### config.mk
export PLATFORM = sky130hd
export DESIGN_NAME = if_stage_flat
export DESIGN_NICKNAME = d
export VERILOG_FILES = /design/src/rtl/if_stage_if.sv /design/src/rtl/if_stage.sv /design/src/flat_wrapper.sv
export SDC_FILE = /design/constraint.sdc
export NUM_CORES = 1
export LEC_CHECK = 0
export CAP_MARGIN = 20
export CELL_PAD_IN_SITES_DETAIL_PLACEMENT = 0
export CELL_PAD_IN_SITES_GLOBAL_PLACEMENT = 1
export CORE_UTILIZATION = 29
export DETAILED_ROUTE_END_ITERATION = 6
export HOLD_SLACK_MARGIN = 0.03
export MAX_ROUTING_LAYER = met4
export PLACE_DENSITY_LB_ADDON = 0.1
export RECOVER_POWER = 100
export SYNTH_ARGS = -nofsm -noshare
export SYNTH_HDL_FRONTEND = slang
export SYNTH_SLANG_ARGS = --single-unit
### constraint.sdc
create_clock -name clk -period 2.4 [get_ports clk]
set_clock_uncertainty 0.1 [all_clocks]
set_input_delay 0.36 -clock clk [delete_from_list [all_inputs] [get_ports clk]]
set_output_delay 0.36 -clock clk [all_outputs]
set_load 0.01 [all_outputs]
### src/rtl/if_stage_if.sv
// Bundle of the fetch stage's hazard/redirect inputs, instruction RAM port
// and IF/ID pipeline register outputs.
interface if_stage_if #(
    parameter int ADDR_W = 9
);
    logic              stall;
    logic              branch_taken;
    logic [31:0]       branch_target;
    logic [ADDR_W-1:0] imem_addr;
    logic [31:0]       imem_data;
    logic [31:0]       pc;
    logic [31:0]       ifid_instr;
    logic [31:0]       ifid_pc_plus4;
    logic              ifid_valid;
    logic              halted;

    // Environment side: hazard unit, branch resolver, instruction RAM, decode.
    modport master (
        output stall, branch_taken, branch_target, imem_data,
        input  imem_addr, pc, ifid_instr, ifid_pc_plus4, ifid_valid, halted
    );

    // Fetch stage side.
    modport slave (
        input  stall, branch_taken, branch_target, imem_data,
        output imem_addr, pc, ifid_instr, ifid_pc_plus4, ifid_valid, halted
    );
endinterface

### src/rtl/if_stage.sv
// Instruction-fetch stage: owns the PC, addresses the combinational
// instruction RAM and fills the IF/ID register. A fetched halt word freezes
// the PC, lets the pipeline drain for DRAIN_CYCLES edges, then raises halted.
module if_stage #(
    parameter logic [31:0] RESET_PC     = 32'h0000_0000,
    parameter int          ADDR_W       = 9,
    parameter logic [31:0] HALT_WORD    = 32'hffff_ffff,
    parameter logic [31:0] NOP_WORD     = 32'h0000_0000,
    parameter int          DRAIN_CYCLES = 4
) (
    input  logic      clk,
    input  logic      reset,
    if_stage_if.slave bus
);
    localparam int               CNT_W    = $clog2(DRAIN_CYCLES) + 1;
    localparam logic [CNT_W-1:0] CNT_LAST = CNT_W'(DRAIN_CYCLES - 1);
    localparam logic [CNT_W-1:0] CNT_ONE  = CNT_W'(1);

    typedef enum logic [1:0] {
        ST_FETCH = 2'd0,
        ST_DRAIN = 2'd1,
        ST_HALT  = 2'd2
    } state_t;

    state_t            state_r;
    logic [31:0]       pc_r;
    logic [31:0]       ifid_instr_r;
    logic [31:0]       ifid_pc_plus4_r;
    logic              ifid_valid_r;
    logic              halted_r;
    logic [CNT_W-1:0]  drain_cnt_r;
    logic [31:0]       pc_plus4_s;
    logic [31:0]       target_s;

    // Sequential PC wraps modulo 2^32; redirect targets are forced word aligned.
    assign pc_plus4_s = pc_r + 32'd4;
    assign target_s   = bus.branch_target & 32'hffff_fffc;

    // RAM has no latency: the word address is a straight slice of the PC.
    assign bus.imem_addr     = pc_r[ADDR_W+1:2];
    assign bus.pc            = pc_r;
    assign bus.ifid_instr    = ifid_instr_r;
    assign bus.ifid_pc_plus4 = ifid_pc_plus4_r;
    assign bus.ifid_valid    = ifid_valid_r;
    assign bus.halted        = halted_r;

    // Fetch/drain/halt controller with PC and IF/ID register updates.
    always_ff @(posedge clk) begin
        if (reset) begin
            pc_r            <= RESET_PC;
            ifid_instr_r    <= NOP_WORD;
            ifid_pc_plus4_r <= 32'd0;
            ifid_valid_r    <= 1'b0;
            halted_r        <= 1'b0;
            drain_cnt_r     <= {CNT_W{1'b0}};
            state_r         <= ST_FETCH;
        end else begin
            case (state_r)
                ST_FETCH: begin
                    if (bus.branch_taken) begin
                        // Squash the wrong-path word currently on the RAM bus.
                        pc_r         <= target_s;
                        ifid_instr_r <= NOP_WORD;
                        ifid_valid_r <= 1'b0;
                    end else if (bus.stall) begin
                        pc_r <= pc_r;
                    end else if (bus.imem_data != HALT_WORD) begin
                        ifid_instr_r    <= bus.imem_data;
                        ifid_pc_plus4_r <= pc_plus4_s;
                        ifid_valid_r    <= 1'b1;
                        pc_r            <= pc_plus4_s;
                    end else begin
                        // Halt word goes downstream; PC stops advancing.
                        ifid_instr_r    <= HALT_WORD;
                        ifid_pc_plus4_r <= pc_plus4_s;
                        ifid_valid_r    <= 1'b1;
                        drain_cnt_r     <= {CNT_W{1'b0}};
                        state_r         <= ST_DRAIN;
                    end
                end
                ST_DRAIN: begin
                    if (bus.branch_taken) begin
                        // The halt was speculative; resume fetching at the target.
                        pc_r         <= target_s;
                        ifid_instr_r <= NOP_WORD;
                        ifid_valid_r <= 1'b0;
                        drain_cnt_r  <= {CNT_W{1'b0}};
                        state_r      <= ST_FETCH;
                    end else if (bus.stall) begin
                        drain_cnt_r <= drain_cnt_r;
                    end else begin
                        ifid_instr_r <= NOP_WORD;
                        ifid_valid_r <= 1'b0;
                        if (drain_cnt_r == CNT_LAST) begin
                            halted_r <= 1'b1;
                            state_r  <= ST_HALT;
                        end else begin
                            drain_cnt_r <= drain_cnt_r + CNT_ONE;
                        end
                    end
                end
                ST_HALT: begin
                    halted_r <= 1'b1;
                end
                default: begin
                    // Unreachable encoding: fall back to a clean fetch with a bubble.
                    ifid_instr_r <= NOP_WORD;
                    ifid_valid_r <= 1'b0;
                    drain_cnt_r  <= {CNT_W{1'b0}};
                    state_r      <= ST_FETCH;
                end
            endcase
        end
    end
endmodule

### src/flat_wrapper.sv
// flat-port wrapper written by rule: the top's interface ports become plain ports
module if_stage_flat 
#(
    parameter logic [31:0] RESET_PC     = 32'h0000_0000,
    parameter int          ADDR_W       = 9,
    parameter logic [31:0] HALT_WORD    = 32'hffff_ffff,
    parameter logic [31:0] NOP_WORD     = 32'h0000_0000,
    parameter int          DRAIN_CYCLES = 4
)
  (clk, reset, bus_stall, bus_branch_taken, bus_branch_target, bus_imem_data, bus_imem_addr, bus_pc, bus_ifid_instr, bus_ifid_pc_plus4, bus_ifid_valid, bus_halted);
  if_stage_if #(.ADDR_W(ADDR_W)) bus_i ();
  input  logic clk;
  input  logic reset;
  input wire logic [$bits(bus_i.stall)-1:0] bus_stall;
  input wire logic [$bits(bus_i.branch_taken)-1:0] bus_branch_taken;
  input wire logic [$bits(bus_i.branch_target)-1:0] bus_branch_target;
  input wire logic [$bits(bus_i.imem_data)-1:0] bus_imem_data;
  output wire logic [$bits(bus_i.imem_addr)-1:0] bus_imem_addr;
  output wire logic [$bits(bus_i.pc)-1:0] bus_pc;
  output wire logic [$bits(bus_i.ifid_instr)-1:0] bus_ifid_instr;
  output wire logic [$bits(bus_i.ifid_pc_plus4)-1:0] bus_ifid_pc_plus4;
  output wire logic [$bits(bus_i.ifid_valid)-1:0] bus_ifid_valid;
  output wire logic [$bits(bus_i.halted)-1:0] bus_halted;
  assign bus_i.stall = bus_stall;
  assign bus_i.branch_taken = bus_branch_taken;
  assign bus_i.branch_target = bus_branch_target;
  assign bus_i.imem_data = bus_imem_data;
  assign bus_imem_addr = bus_i.imem_addr;
  assign bus_pc = bus_i.pc;
  assign bus_ifid_instr = bus_i.ifid_instr;
  assign bus_ifid_pc_plus4 = bus_i.ifid_pc_plus4;
  assign bus_ifid_valid = bus_i.ifid_valid;
  assign bus_halted = bus_i.halted;
  if_stage #(.RESET_PC(RESET_PC), .ADDR_W(ADDR_W), .HALT_WORD(HALT_WORD), .NOP_WORD(NOP_WORD), .DRAIN_CYCLES(DRAIN_CYCLES)) u_core (.clk(clk), .reset(reset), .bus(bus_i));
endmodule
==> metrics.csv, run 1 <==
stage;metric;value;unit
drt;num_vias;5305;
floorplan;fp.dieW;131;µm
timing;finalMaxSlewViolations;0;
logic_synthesis;dominantRegCellSynth;dfxtp_1;
cts;clock_sink_count;99;
timing;maxSlewHeadroom;0.580;
hold_path;hold_path_class;input port to flop;
logic_synthesis;most_frequently_used_cell_type_in_the_post_synthesis_netlist;dfxtp_1;
setup_path;critical-path-top-delay-family;compound AO/OA/AOI/OAI gates;
timing;final.hold.worst_slack;0.278;ns
drt;drt.antenna.violating_nets;0;
place;finalWeightedCongestion;0.834;
cts;cts-buffers-inserted;9;
logic_synthesis;netlist-cell-type-count;60;
setup_path;setup.worst_path.start;u_core.bus.pc[2];
setup_path;rr_startpoint;u_core.bus.pc[2];
cts;post-cts-setup-buffer-count;0;
timing;hold_viol;0;
logic_synthesis;postSynthRegisterBits;99;
cts;clock-root-buffer;clkbuf_16;
logic_synthesis;synth_sequential_area_ratio;0.408;
final_layout;final_layout_size_suffix_gt1_frac;0.128;
cts;max-clock-path-buffers;2;
grt;pin_count_of_the_biggest_net_entering_global_routing;40;
grt;track_usage;0.216;
place;place.detailed.hpwl;13100;µm
setup_path;worstSetupEndpointType;flop;
drt;drt_drc_violations_left;0;
drt;wl;17900;µm
floorplan;core_region_area;16100;µm²
cts;clk_transition_reported_paths;0.07;ns
setup_path;cp_num_buf_inv;0;
setup_path;crit_path_cell_trace;ha_4 -> nand4_1 -> or4_4 -> o41a_1 -> o21ai_0 -> a21oi_1;
final_layout;layout_nets;850;
final_layout;n_antenna_cell;0;
timing;rsz0062_at_grt;no;
power;power_density;553;nW/µm²
cts;hold_buffers;0;
floorplan;io-pin-count;175;
grt;global_route_wire_length_before_repair;28500;µm
place;portBuffers;168;
grt;grt_overflow_total;0;
cts;h_tree_depth;3;
setup_path;worst-setup-path-type;flop to flop;
grt;first_global_vias;5295;
timing;layout_worst_path_cycle_share;0.970;
logic_synthesis;synthesis.instances;596;
logic_synthesis;post_synth_most_frequent_cells;dfxtp_1, nor2_1, clkbuf_1;
timing;final-setup-viol-count;0;
timing;totalNegativeSetupSlack;0;ns
logic_synthesis;synth-edff-count;0;
floorplan;fp-row-count;46;
setup_path;timing.critical_path.arrival;2.46;ns
logic_synthesis;synth_top_cell_area_share;0.408;
setup_path;critical-path-max-stage-delay;0.60;ns
timing;worstMarginPinSlew;0.630;ns
drt;routedWlPerCell;17.9;µm
timing;postLayoutSetupSlackWorst;0.0709;ns
status;result_of_the_run;completed;
floorplan;initial_core_util;0.302;
setup_path;crit_path_slowest_cell;or4_4;
final_layout;area.growth.synth_to_final;52.8;%
logic_synthesis;mappedNetlistArea;4860;µm²
place;place_ws;-0.252;ns
cts;cts_tree;yes;
run;drv.max_cap_violation_count;0;
setup_path;cp_data_required_time;2.53;ns
drt;avgViaCountPerCell;5.31;
power;vdd_drop_max;0.000358;V
floorplan;die_y;131;µm
timing;fmax;0.429;GHz
hold_path;min-delay-start;reset;
cts;worstSkewPairLatency;0.35;ns
timing;timing.final.crit_period;2.33;ns
logic_synthesis;synthTopCellsByArea;dfxtp_1, a22oi_1, nor2_1;
grt;antenna_violations_before_repair;0;
floorplan;die-area;17300;µm²
power;static_leakage;2.86;nW
logic_synthesis;synth.avg_cell_area;8.16;µm²
setup_path;category_of_the_worst_setup_path_launch_point;flop;
logic_synthesis;post-synth-top-area-cell;dfxtp_1;
logic_synthesis;ys_async_sr_fraction;0;
drt;first_pass_iters;5;
drt;detailedRoute.firstIterationViolations;229;
logic_synthesis;synth.yosys.warnings;0;
setup_path;crit_path_max_fanout;5;
-- power breakdown --
group	internal (mW)	switching [mW]
clock network	0.882	0.688
registers	1.72	0.0597
logic	0.384	0.371
total	2.99	1.12
-- metrics by stage --
step	util	power [mW]	instance area (µm²)	cells
floorplan	-	2.16	4890	599
global placement	0.442	2.60	7120	984
detailed placement	0.442	2.62	7120	984
CTS	0.462	4.21	7440	1000
global route	0.461	4.31	7430	1000
finish	0.461	4.11	7430	1000
-- sequential cells by signal, indices dropped and copies added, names as in the netlist --
| signal | flops |
|---|---|
| u_core.bus.ifid_instr | 32 |
| u_core.bus.ifid_pc_plus4 | 30 |
| u_core.bus.pc | 30 |
| u_core.drain_cnt_r | 3 |
| u_core.state_r | 2 |
| u_core.bus.halted | 1 |
| u_core.bus.ifid_valid | 1 |
-- per-layer routing --
layer	vias up	global-route usage	routed length, µm
met5	-	-	0
met4	0	0.0698	299
met3	23	0.0498	1190
met2	188	0.351	8450
met1	2538	0.262	7920
li1	2556	-	-
-- layout by cell type, fill, tap and decap left out, drive strengths merged, types with 5 or more instances in the layout --
master and count:
a211oi 12, a21oi 37, a22oi 39, buf 64, clkbuf 20, clkdlybuf4s50 64
dfxtp 99, dlygate4sd3 103, inv 12, nand2 34, nand2b 11, nand3 17
nand4 20, nor2 72, nor3 12, nor4 13, o211ai 5, o21ai 39
o221ai 6, o31a 6, o31ai 6, o32ai 10, xnor2 10, xor2 10
-- worst paths after layout --
check        slack, ns                           end  cells past startpoint
max               0.07  u_core.bus.ifid_pc_plus4[30]                      6
min               0.28   u_core.bus.ifid_pc_plus4[3]                      2
max reg2reg       0.07  u_core.bus.ifid_pc_plus4[30]                      6
min reg2reg       0.36             u_core.bus.halted                      2
-- worst reg2reg max path, cell delays in order, from the launching register on --
cell and delay (ns):
dfxtp_4 0.37, ha_4 0.13, nand4_1 0.14, or4_4 0.61
o41a_1 0.46, o21ai_0 0.31, a21oi_1 0.10
-- final cells by class --
cell class,count,area [µm²]
Fill cell,1592,8690
Timing Repair Buffer,241,2250
Clock inverter,6,70.1
Sequential cell,99,1990
Clock buffer,10,250
Inverter,10,37.5
Multi-Input combinational cell,418,2550
Tap cell,216,270
-- kinds of logic (layout without fill, tap and decap cells) --
logic type | after synthesis | after routing | share of synthesized area
other cells | 1 | 4 | 0.000771
mux | 2 | 2 | 0.00438
fa+ha+maj | 3 | 3 | 0.00772
buf+inv | 82 | 267 | 0.0749
simple gates | 197 | 197 | 0.197
xor+xnor | 20 | 20 | 0.0360
compound gates | 192 | 192 | 0.271
flops | 99 | 99 | 0.408
-- timing repair --
action | 4_1_cts | 5_1_grt
endpoints found under the hold margin | 0 | 0
gates cloned | 0 | 0
gates resized for setup | 1 | 3
setup endpoints to repair | 1 | 10
Note: power is estimated with default switching activity, not from simulation.
==> inputs of run 2 (changes only) <==
Settings changed: CAP_MARGIN 20 to unset.
==> results of run 2 <==
No change in the layout: final DEF, timing and power equal those of run 1.
